<file path="src/rtl/dma_bus_arbiter_pkg.sv">
// dma_bus_arbiter_pkg: shared types and constants for the DMA bus arbiter.
//   bus_owner_t  - which agent currently drives the RAM bus
//   arb_state_t  - arbiter FSM states
//   MAX_GRANT_CYCLES_DEFAULT - default watchdog limit in grant cycles
package dma_bus_arbiter_pkg;

    typedef enum logic [1:0] {
        OWNER_CPU = 2'd0,
        OWNER_TX  = 2'd1,
        OWNER_RX  = 2'd2
    } bus_owner_t;

    typedef enum logic [1:0] {
        IDLE     = 2'd0,
        WAIT_CPU = 2'd1,
        GRANT    = 2'd2,
        RELEASE  = 2'd3
    } arb_state_t;

    localparam int unsigned MAX_GRANT_CYCLES_DEFAULT = 64;

    // The DMA that is not 'o'. CPU maps to TX so the result is always a DMA.
    function automatic bus_owner_t other_dma(bus_owner_t o);
        return (o == OWNER_TX) ? OWNER_RX : OWNER_TX;
    endfunction

endpackage

</file>
<file path="src/rtl/dma_bus_arbiter_if.sv">
// dma_bus_arbiter_if: all handshake and RAM-bus signals around the arbiter.
//   slave  modport - the arbiter's view (requests/bus sources in, grants/muxed bus out)
//   master modport - the agents' view (CPU, DMA TX, DMA RX, RAM side)
interface dma_bus_arbiter_if;
    import dma_bus_arbiter_pkg::*;

    logic       Tx_Bus_req;
    logic       Tx_Bus_grant;
    logic [7:0] Tx_Address;
    logic       Tx_Cs;
    logic       Tx_Oen;

    logic       Rx_Bus_req;
    logic       Rx_Bus_grant;
    logic [7:0] Rx_Address;
    logic       Rx_Cs;
    logic       Rx_Wen;
    logic [7:0] Rx_Dataout;

    logic       Cpu_Bus_req;
    logic       Cpu_Bus_grant;
    logic [7:0] Cpu_Address;
    logic       Cpu_Cs;
    logic       Cpu_Oen;
    logic       Cpu_Wen;
    logic [7:0] Cpu_Dataout;

    logic [7:0] Address;
    logic       Cs;
    logic       Oen;
    logic       Wen;
    logic [7:0] Dataout;
    bus_owner_t Owner;

    logic       Timeout_clr;
    logic       Arb_timeout;

    modport slave (
        input  Tx_Bus_req, Tx_Address, Tx_Cs, Tx_Oen,
        input  Rx_Bus_req, Rx_Address, Rx_Cs, Rx_Wen, Rx_Dataout,
        input  Cpu_Bus_grant, Cpu_Address, Cpu_Cs, Cpu_Oen, Cpu_Wen, Cpu_Dataout,
        input  Timeout_clr,
        output Tx_Bus_grant, Rx_Bus_grant, Cpu_Bus_req,
        output Address, Cs, Oen, Wen, Dataout, Owner,
        output Arb_timeout
    );

    modport master (
        output Tx_Bus_req, Tx_Address, Tx_Cs, Tx_Oen,
        output Rx_Bus_req, Rx_Address, Rx_Cs, Rx_Wen, Rx_Dataout,
        output Cpu_Bus_grant, Cpu_Address, Cpu_Cs, Cpu_Oen, Cpu_Wen, Cpu_Dataout,
        output Timeout_clr,
        input  Tx_Bus_grant, Rx_Bus_grant, Cpu_Bus_req,
        input  Address, Cs, Oen, Wen, Dataout, Owner,
        input  Arb_timeout
    );

endinterface

</file>
<file path="src/rtl/dma_bus_arbiter_bus_mux.sv">
// dma_bus_arbiter_bus_mux: combinational RAM-bus source select.
//   state, sel           - arbiter state and selected DMA
//   cpu_*/tx_*/rx_*      - candidate bus sources
//   address..dataout     - muxed RAM bus
//   owner                - current bus owner
// IDLE/WAIT_CPU pass the CPU, GRANT passes the selected DMA, RELEASE drives zeros.
module dma_bus_arbiter_bus_mux
    import dma_bus_arbiter_pkg::*;
(
    input  arb_state_t state,
    input  bus_owner_t sel,
    input  logic [7:0] cpu_address,
    input  logic       cpu_cs,
    input  logic       cpu_oen,
    input  logic       cpu_wen,
    input  logic [7:0] cpu_dataout,
    input  logic [7:0] tx_address,
    input  logic       tx_cs,
    input  logic       tx_oen,
    input  logic [7:0] rx_address,
    input  logic       rx_cs,
    input  logic       rx_wen,
    input  logic [7:0] rx_dataout,
    output logic [7:0] address,
    output logic       cs,
    output logic       oen,
    output logic       wen,
    output logic [7:0] dataout,
    output bus_owner_t owner
);

    always_comb begin
        address = 8'h00;
        cs      = 1'b0;
        oen     = 1'b0;
        wen     = 1'b0;
        dataout = 8'h00;
        owner   = OWNER_CPU;
        case (state)
            IDLE, WAIT_CPU: begin
                address = cpu_address;
                cs      = cpu_cs;
                oen     = cpu_oen;
                wen     = cpu_wen;
                dataout = cpu_dataout;
            end
            GRANT: begin
                owner = sel;
                if (sel == OWNER_TX) begin
                    // TX only reads RAM: write-enable and data stay low
                    address = tx_address;
                    cs      = tx_cs;
                    oen     = tx_oen;
                end else begin
                    // RX only writes RAM: output-enable stays low
                    address = rx_address;
                    cs      = rx_cs;
                    wen     = rx_wen;
                    dataout = rx_dataout;
                end
            end
            default: ; // RELEASE: bus parked at zero
        endcase
    end

endmodule

</file>
<file path="src/rtl/dma_bus_arbiter.sv">
// dma_bus_arbiter: shares the RAM bus between the CPU and two DMA engines.
//   Clk, Rst - clock, synchronous active-high reset
//   bus      - dma_bus_arbiter_if.slave: requests/grants, CPU handshake, bus sources,
//              muxed RAM bus, Owner, Timeout_clr / Arb_timeout
// The CPU owns the bus until a DMA request is acknowledged via Cpu_Bus_grant. TX/RX
// contention is round-robin on the last served DMA. A watchdog raises a sticky flag
// once a grant has lasted MAX_GRANT_CYCLES cycles; the grant itself is never revoked.
module dma_bus_arbiter
    import dma_bus_arbiter_pkg::*;
#(
    parameter int unsigned MAX_GRANT_CYCLES = MAX_GRANT_CYCLES_DEFAULT
) (
    input logic              Clk,
    input logic              Rst,
    dma_bus_arbiter_if.slave bus
);

    localparam int unsigned CntW = $clog2(MAX_GRANT_CYCLES + 1);
    localparam logic [CntW-1:0] CntMax = CntW'(MAX_GRANT_CYCLES);

    arb_state_t      state_q, state_d;
    bus_owner_t      sel_q, sel_d;
    bus_owner_t      last_q, last_d;
    logic [CntW-1:0] cnt_q, cnt_d, cnt_inc;
    logic            tmo_q, tmo_d;
    logic            sel_req, oth_req;

    always_ff @(posedge Clk) begin
        if (Rst) begin
            state_q <= IDLE;
            sel_q   <= OWNER_TX;
            last_q  <= OWNER_RX;
            cnt_q   <= '0;
            tmo_q   <= 1'b0;
        end else begin
            state_q <= state_d;
            sel_q   <= sel_d;
            last_q  <= last_d;
            cnt_q   <= cnt_d;
            tmo_q   <= tmo_d;
        end
    end

    always_comb begin
        state_d = state_q;
        sel_d   = sel_q;
        last_d  = last_q;
        cnt_d   = cnt_q;
        tmo_d   = tmo_q;

        sel_req = (sel_q == OWNER_TX) ? bus.Tx_Bus_req : bus.Rx_Bus_req;
        oth_req = (sel_q == OWNER_TX) ? bus.Rx_Bus_req : bus.Tx_Bus_req;
        cnt_inc = (cnt_q == CntMax) ? cnt_q : cnt_q + CntW'(1);

        case (state_q)
            IDLE: begin
                if (bus.Tx_Bus_req || bus.Rx_Bus_req) begin
                    state_d = WAIT_CPU;
                    if (bus.Tx_Bus_req && bus.Rx_Bus_req) begin
                        sel_d = other_dma(last_q);
                    end else begin
                        sel_d = bus.Tx_Bus_req ? OWNER_TX : OWNER_RX;
                    end
                end
            end
            WAIT_CPU: begin
                if (!sel_req) begin
                    state_d = RELEASE;
                end else if (bus.Cpu_Bus_grant) begin
                    state_d = GRANT;
                    cnt_d   = '0;
                end
            end
            GRANT: begin
                cnt_d = cnt_inc;
                if (!sel_req || !bus.Cpu_Bus_grant) begin
                    state_d = RELEASE;
                    last_d  = sel_q;
                end
            end
            default: begin
                // RELEASE: hand straight over if the CPU still has the bus parked
                if (oth_req && bus.Cpu_Bus_grant) begin
                    sel_d   = other_dma(sel_q);
                    state_d = GRANT;
                    cnt_d   = '0;
                end else begin
                    state_d = IDLE;
                end
            end
        endcase

        // Clear first so a coincident set wins
        if (bus.Timeout_clr) begin
            tmo_d = 1'b0;
        end
        if (state_q == GRANT && cnt_inc == CntMax) begin
            tmo_d = 1'b1;
        end
    end

    assign bus.Tx_Bus_grant = (state_q == GRANT) && (sel_q == OWNER_TX);
    assign bus.Rx_Bus_grant = (state_q == GRANT) && (sel_q == OWNER_RX);
    assign bus.Cpu_Bus_req  = (state_q != IDLE);
    assign bus.Arb_timeout  = tmo_q;

    dma_bus_arbiter_bus_mux u_bus_mux (
        .state       (state_q),
        .sel         (sel_q),
        .cpu_address (bus.Cpu_Address),
        .cpu_cs      (bus.Cpu_Cs),
        .cpu_oen     (bus.Cpu_Oen),
        .cpu_wen     (bus.Cpu_Wen),
        .cpu_dataout (bus.Cpu_Dataout),
        .tx_address  (bus.Tx_Address),
        .tx_cs       (bus.Tx_Cs),
        .tx_oen      (bus.Tx_Oen),
        .rx_address  (bus.Rx_Address),
        .rx_cs       (bus.Rx_Cs),
        .rx_wen      (bus.Rx_Wen),
        .rx_dataout  (bus.Rx_Dataout),
        .address     (bus.Address),
        .cs          (bus.Cs),
        .oen         (bus.Oen),
        .wen         (bus.Wen),
        .dataout     (bus.Dataout),
        .owner       (bus.Owner)
    );

endmodule
</file>
<file path="src/flat_wrapper.sv">
// flat-port wrapper written by rule: the top's interface ports become plain ports
module dma_bus_arbiter_flat import dma_bus_arbiter_pkg::*;
#(
    parameter int unsigned MAX_GRANT_CYCLES = MAX_GRANT_CYCLES_DEFAULT
)
  (Clk, Rst, bus_Tx_Bus_req, bus_Tx_Address, bus_Tx_Cs, bus_Tx_Oen, bus_Rx_Bus_req, bus_Rx_Address, bus_Rx_Cs, bus_Rx_Wen, bus_Rx_Dataout, bus_Cpu_Bus_grant, bus_Cpu_Address, bus_Cpu_Cs, bus_Cpu_Oen, bus_Cpu_Wen, bus_Cpu_Dataout, bus_Timeout_clr, bus_Tx_Bus_grant, bus_Rx_Bus_grant, bus_Cpu_Bus_req, bus_Address, bus_Cs, bus_Oen, bus_Wen, bus_Dataout, bus_Owner, bus_Arb_timeout);
  dma_bus_arbiter_if bus_i ();
  input logic Clk;
  input logic Rst;
  input wire logic [$bits(bus_i.Tx_Bus_req)-1:0] bus_Tx_Bus_req;
  input wire logic [$bits(bus_i.Tx_Address)-1:0] bus_Tx_Address;
  input wire logic [$bits(bus_i.Tx_Cs)-1:0] bus_Tx_Cs;
  input wire logic [$bits(bus_i.Tx_Oen)-1:0] bus_Tx_Oen;
  input wire logic [$bits(bus_i.Rx_Bus_req)-1:0] bus_Rx_Bus_req;
  input wire logic [$bits(bus_i.Rx_Address)-1:0] bus_Rx_Address;
  input wire logic [$bits(bus_i.Rx_Cs)-1:0] bus_Rx_Cs;
  input wire logic [$bits(bus_i.Rx_Wen)-1:0] bus_Rx_Wen;
  input wire logic [$bits(bus_i.Rx_Dataout)-1:0] bus_Rx_Dataout;
  input wire logic [$bits(bus_i.Cpu_Bus_grant)-1:0] bus_Cpu_Bus_grant;
  input wire logic [$bits(bus_i.Cpu_Address)-1:0] bus_Cpu_Address;
  input wire logic [$bits(bus_i.Cpu_Cs)-1:0] bus_Cpu_Cs;
  input wire logic [$bits(bus_i.Cpu_Oen)-1:0] bus_Cpu_Oen;
  input wire logic [$bits(bus_i.Cpu_Wen)-1:0] bus_Cpu_Wen;
  input wire logic [$bits(bus_i.Cpu_Dataout)-1:0] bus_Cpu_Dataout;
  input wire logic [$bits(bus_i.Timeout_clr)-1:0] bus_Timeout_clr;
  output wire logic [$bits(bus_i.Tx_Bus_grant)-1:0] bus_Tx_Bus_grant;
  output wire logic [$bits(bus_i.Rx_Bus_grant)-1:0] bus_Rx_Bus_grant;
  output wire logic [$bits(bus_i.Cpu_Bus_req)-1:0] bus_Cpu_Bus_req;
  output wire logic [$bits(bus_i.Address)-1:0] bus_Address;
  output wire logic [$bits(bus_i.Cs)-1:0] bus_Cs;
  output wire logic [$bits(bus_i.Oen)-1:0] bus_Oen;
  output wire logic [$bits(bus_i.Wen)-1:0] bus_Wen;
  output wire logic [$bits(bus_i.Dataout)-1:0] bus_Dataout;
  output wire logic [$bits(bus_i.Owner)-1:0] bus_Owner;
  output wire logic [$bits(bus_i.Arb_timeout)-1:0] bus_Arb_timeout;
  assign bus_i.Tx_Bus_req = bus_Tx_Bus_req;
  assign bus_i.Tx_Address = bus_Tx_Address;
  assign bus_i.Tx_Cs = bus_Tx_Cs;
  assign bus_i.Tx_Oen = bus_Tx_Oen;
  assign bus_i.Rx_Bus_req = bus_Rx_Bus_req;
  assign bus_i.Rx_Address = bus_Rx_Address;
  assign bus_i.Rx_Cs = bus_Rx_Cs;
  assign bus_i.Rx_Wen = bus_Rx_Wen;
  assign bus_i.Rx_Dataout = bus_Rx_Dataout;
  assign bus_i.Cpu_Bus_grant = bus_Cpu_Bus_grant;
  assign bus_i.Cpu_Address = bus_Cpu_Address;
  assign bus_i.Cpu_Cs = bus_Cpu_Cs;
  assign bus_i.Cpu_Oen = bus_Cpu_Oen;
  assign bus_i.Cpu_Wen = bus_Cpu_Wen;
  assign bus_i.Cpu_Dataout = bus_Cpu_Dataout;
  assign bus_i.Timeout_clr = bus_Timeout_clr;
  assign bus_Tx_Bus_grant = bus_i.Tx_Bus_grant;
  assign bus_Rx_Bus_grant = bus_i.Rx_Bus_grant;
  assign bus_Cpu_Bus_req = bus_i.Cpu_Bus_req;
  assign bus_Address = bus_i.Address;
  assign bus_Cs = bus_i.Cs;
  assign bus_Oen = bus_i.Oen;
  assign bus_Wen = bus_i.Wen;
  assign bus_Dataout = bus_i.Dataout;
  assign bus_Owner = bus_i.Owner;
  assign bus_Arb_timeout = bus_i.Arb_timeout;
  dma_bus_arbiter #(.MAX_GRANT_CYCLES(MAX_GRANT_CYCLES)) u_core (.Clk(Clk), .Rst(Rst), .bus(bus_i));
endmodule
</file>
<file path="config.mk">
export PLATFORM = sky130hd
export DESIGN_NAME = dma_bus_arbiter_flat
export DESIGN_NICKNAME = d
export VERILOG_FILES = /design/src/rtl/dma_bus_arbiter_pkg.sv /design/src/rtl/dma_bus_arbiter_if.sv /design/src/rtl/dma_bus_arbiter_bus_mux.sv /design/src/rtl/dma_bus_arbiter.sv /design/src/flat_wrapper.sv
export SDC_FILE = /design/constraint.sdc
export NUM_CORES = 1
export LEC_CHECK = 0
export BUFFER_PORTS_ARGS = -buffer_cell sky130_fd_sc_hd__buf_4
export CAP_MARGIN = 20
export CORE_ASPECT_RATIO = 0.5
export CORE_MARGIN = 2
export CORE_UTILIZATION = 39
export DETAILED_ROUTE_END_ITERATION = 7
export GPL_ROUTABILITY_DRIVEN = 0
export PLACE_DENSITY_LB_ADDON = 0.12
export SYNTH_ARGS = -nofsm -noshare
export SYNTH_HDL_FRONTEND = slang
export SYNTH_SLANG_ARGS = --single-unit
</file>
<file path="constraint.sdc">
create_clock -name Clk -period 1.8 [get_ports Clk]
set_input_delay 0.36 -clock Clk [delete_from_list [all_inputs] [get_ports Clk]]
set_output_delay 0.36 -clock Clk [all_outputs]
set_load 0.05 [all_outputs]
</file>
==> results.sh <==
export IMPL_place_area_sq_mm=0.00232
export IMPL_setup_violations=21
export IMPL_post_dp_hpwl_mm=3.51
export IMPL_synth_edff_count=0
export IMPL_ys_flop_type="dfxtp_1"
export IMPL_synthCells=181
export IMPL_ctsHoldBuffers=0
export IMPL_rows=14
export IMPL_period_minus_slack_ns=2.02
export IMPL_die_w_microns=86.1
export IMPL_power_w=0.00464
export IMPL_start_util_pct=42.4
export IMPL_clkTransAtPathRegs_ns=0.06
export IMPL_avgSynthCellArea_sq_um=7.26
export IMPL_cts_root_buf="clkbuf_8"
export IMPL_tightest_slew_ns=0.349
export IMPL_ys_seq_area_share_pct=21.3
export IMPL_ir_drop_mv=0.795
export IMPL_htree_levels=1
export IMPL_diodes=0
export IMPL_ios=78
export IMPL_grt_max_degree=16
export IMPL_yosys_cell_types_count=43
export IMPL_finalHoldViolCount=0
export IMPL_drc=0
export IMPL_synthArstFlopShare_pct=0
export IMPL_synth_area_sq_mm=0.00131
export IMPL_vias=1912
export IMPL_yosysWarnings=0
export IMPL_finalNetCount=346
export IMPL_cts_tree="done"
export IMPL_worstSkewPairLatency_ns=0.25
export IMPL_pwr_share_seq_pct=9.3
export IMPL_p_switching_w=0.00244
export IMPL_power_frac_comb_pct=84.1
export IMPL_drive_above_1_share_pct=66.4
export IMPL_area_delta_synth_final_pct=111
export IMPL_cap_violations=0
export IMPL_status="finished, violations left"
export IMPL_multi_input_area_sq_mm=0.00141
export IMPL_dr_pass1_iters=4
export IMPL_port_buffers=77
export IMPL_cp_start_kind="flip-flop"
export IMPL_critPathArrivalTime_ns=1.66
export IMPL_antenna_found_initial=0
export IMPL_path_class="reg -> out"
export IMPL_crit_fanout=10
export IMPL_intPower_w=0.00220
export IMPL_die_h_microns=45.0
export IMPL_post_drt_wl_per_cell_microns=20.3
export IMPL_coreArea_sq_mm=0.00310
export IMPL_regArea_sq_um=293
export IMPL_max_slew_margin_pct=76.6
export IMPL_power_leakage_nw=1.18
export IMPL_ys_seq_elements=14
export IMPL_first_iter_violations=74
export IMPL_synth_net_count=240
export IMPL_fmax_mhz=495
export IMPL_postLayoutSetupSlackWorst_ns=-0.219
export IMPL_fin_crit_sh_pct=112
export IMPL_cts_sinks=14
export IMPL_fillers=131
export IMPL_most_common_layout_cells="81 x buf_4, 23 x nor2_4, 22 x buf_6, 11 x nor2_1, 11 x nand2_1"
export IMPL_ant_nets=0
export IMPL_slew_violations=0
export IMPL_end_kind="output port"
export IMPL_clkPwrFrac_pct=6.6
export IMPL_clock_skew_ns=0.00306
export IMPL_routed_wl_mm=6.61
export IMPL_dieArea_sq_mm=0.00388
export IMPL_cellPowerDensity_mw_per_mm2=1680
export IMPL_vias_per_cell=5.87
export IMPL_rsz0062_at_grt="yes"
export IMPL_numCtsBuffers=3
export IMPL_grt_pass1_wl_mm=9.08
export IMPL_violations="negative setup slack"
export IMPL_final_cell_area_sq_mm=0.00277
export IMPL_grt_usage_pct=30.6
export IMPL_grt_overflow_total=0
export IMPL_final_common_cell="buf_4"
export IMPL_p_sw_share_pct=52.5
export IMPL_min_path_type="in -> reg"
export IMPL_clockBufferDepth=2
export IMPL_first_global_vias=1826
export IMPL_critical_path_required_ns=1.44
[through the flow]
step / setup WS (ns) / std cells / util [%] / hold slack, ns / TNS, ns
final: -0.219 / 326 / 89.3 / 0.403 / -3.33
after global routing: -0.278 / 326 / 89.3 / 0.405 / -4.83
after CTS: -0.139 / 321 / 85.6 / 0.388 / -2.13
after detailed placement: -0.0656 / 309 / 74.9 / 0.471 / -0.155
after global placement: -0.00337 / 309 / 74.9 / 0.467 / -0.00706
after floorplan: -0.0146 / 181 / - / 0.432 / -0.0187
[power groups by stage]
| stage | sequential (W) | combinational (W) | clock (W) |
|---|---|---|---|
| finish | 0.000432 | 0.00391 | 0.000307 |
| global route | 0.000438 | 0.00405 | 0.000330 |
| CTS | 0.000422 | 0.00358 | 0.000308 |
| detailed placement | 0.000424 | 0.00305 | 0 |
| global placement | 0.000422 | 0.00301 | 0 |
| floorplan | 0.000429 | 0.00235 | 0 |
[metal layers]
metal / GRT usage (%) / vias to the layer above / routed length [microns]
li1: - / 866 / -
met1: 36.2 / 925 / 2650
met2: 57.1 / 102 / 3350
met3: 5.85 / 19 / 458
met4: 11.4 / 0 / 153
met5: 0 / - / 0
[what timing repair did]
item,CTS,global route
pin swaps,23,7
endpoints found under the setup margin,21,25
setup buffers,5,5
gates resized for setup,54,16
gates cloned,4,0
[cell type report]
| cell class | count | area share, % |
|---|---|---|
| Multi-Input combinational cell | 153 | 50.7 |
| Timing Repair Buffer | 106 | 32.9 |
| Tap cell | 40 | 1.81 |
| Sequential cell | 14 | 10.6 |
| Clock buffer | 4 | 1.99 |
| Inverter | 9 | 1.99 |
[critical path: stages, from the launching register on]
cell     delay (ns)
dfxtp_4        0.34
nor2b_4        0.19
buf_12         0.17
mux2i_2        0.28
nor2_2         0.08
a21oi_4        0.14
nor2_4         0.04
buf_6          0.15
[state kept, by name, summed over array words and instances, names as in the netlist]
register / count
u_core.last_q: 2
u_core.cnt_q: 7
u_core.sel_q: 2
u_core.bus.Arb_timeout: 1
u_core.state_q: 2
[synth_stat cells, types with 2 or more instances]
cell type | count | area (sq um)
nor2_1 | 39 | 146
a21oi_1 | 17 | 85.1
dfxtp_1 | 14 | 280
mux2i_1 | 14 | 140
nand2_1 | 11 | 41.3
a22oi_1 | 10 | 75.1
inv_1 | 8 | 30.0
clkbuf_1 | 6 | 22.5
ha_1 | 6 | 75.1
o211ai_1 | 6 | 45.0
o21ai_0 | 5 | 25.0
and3_1 | 3 | 18.8
nand3_1 | 3 | 15.0
a211oi_1 | 2 | 15.0
and2_1 | 2 | 12.5
buf_6 | 2 | 22.5
nand2b_1 | 2 | 12.5
nand4b_1 | 2 | 17.5
nor2b_1 | 2 | 12.5
nor3b_1 | 2 | 15.0
o21ai_1 | 2 | 10.0
xor2_1 | 2 | 17.5
[kinds of logic after synthesis]
kind of cell	Yosys count	share of synthesized area [%]
AND/OR/NAND/NOR	75	27.7
AO/OA/AOI/OAI	50	24.5
buffers and inverters	18	6.38
multiplexers	15	12.4
flip-flops	14	21.3
adder cells (fa/ha/maj)	6	5.71
XOR/XNOR	3	2.00
[worst paths after layout]
path	start	end	slack (ns)	cells after the start
worst max-delay path	u_core.sel_q[0]	bus_Address[2]	-0.22	7
worst min-delay path	Rst	u_core.state_q[0]	0.40	2
worst max register to register	u_core.sel_q[1]	u_core.cnt_q[3]	-0.05	6
worst min register to register	u_core.cnt_q[1]	u_core.cnt_q[1]	0.48	2
Power figures use the tool's default switching activity.
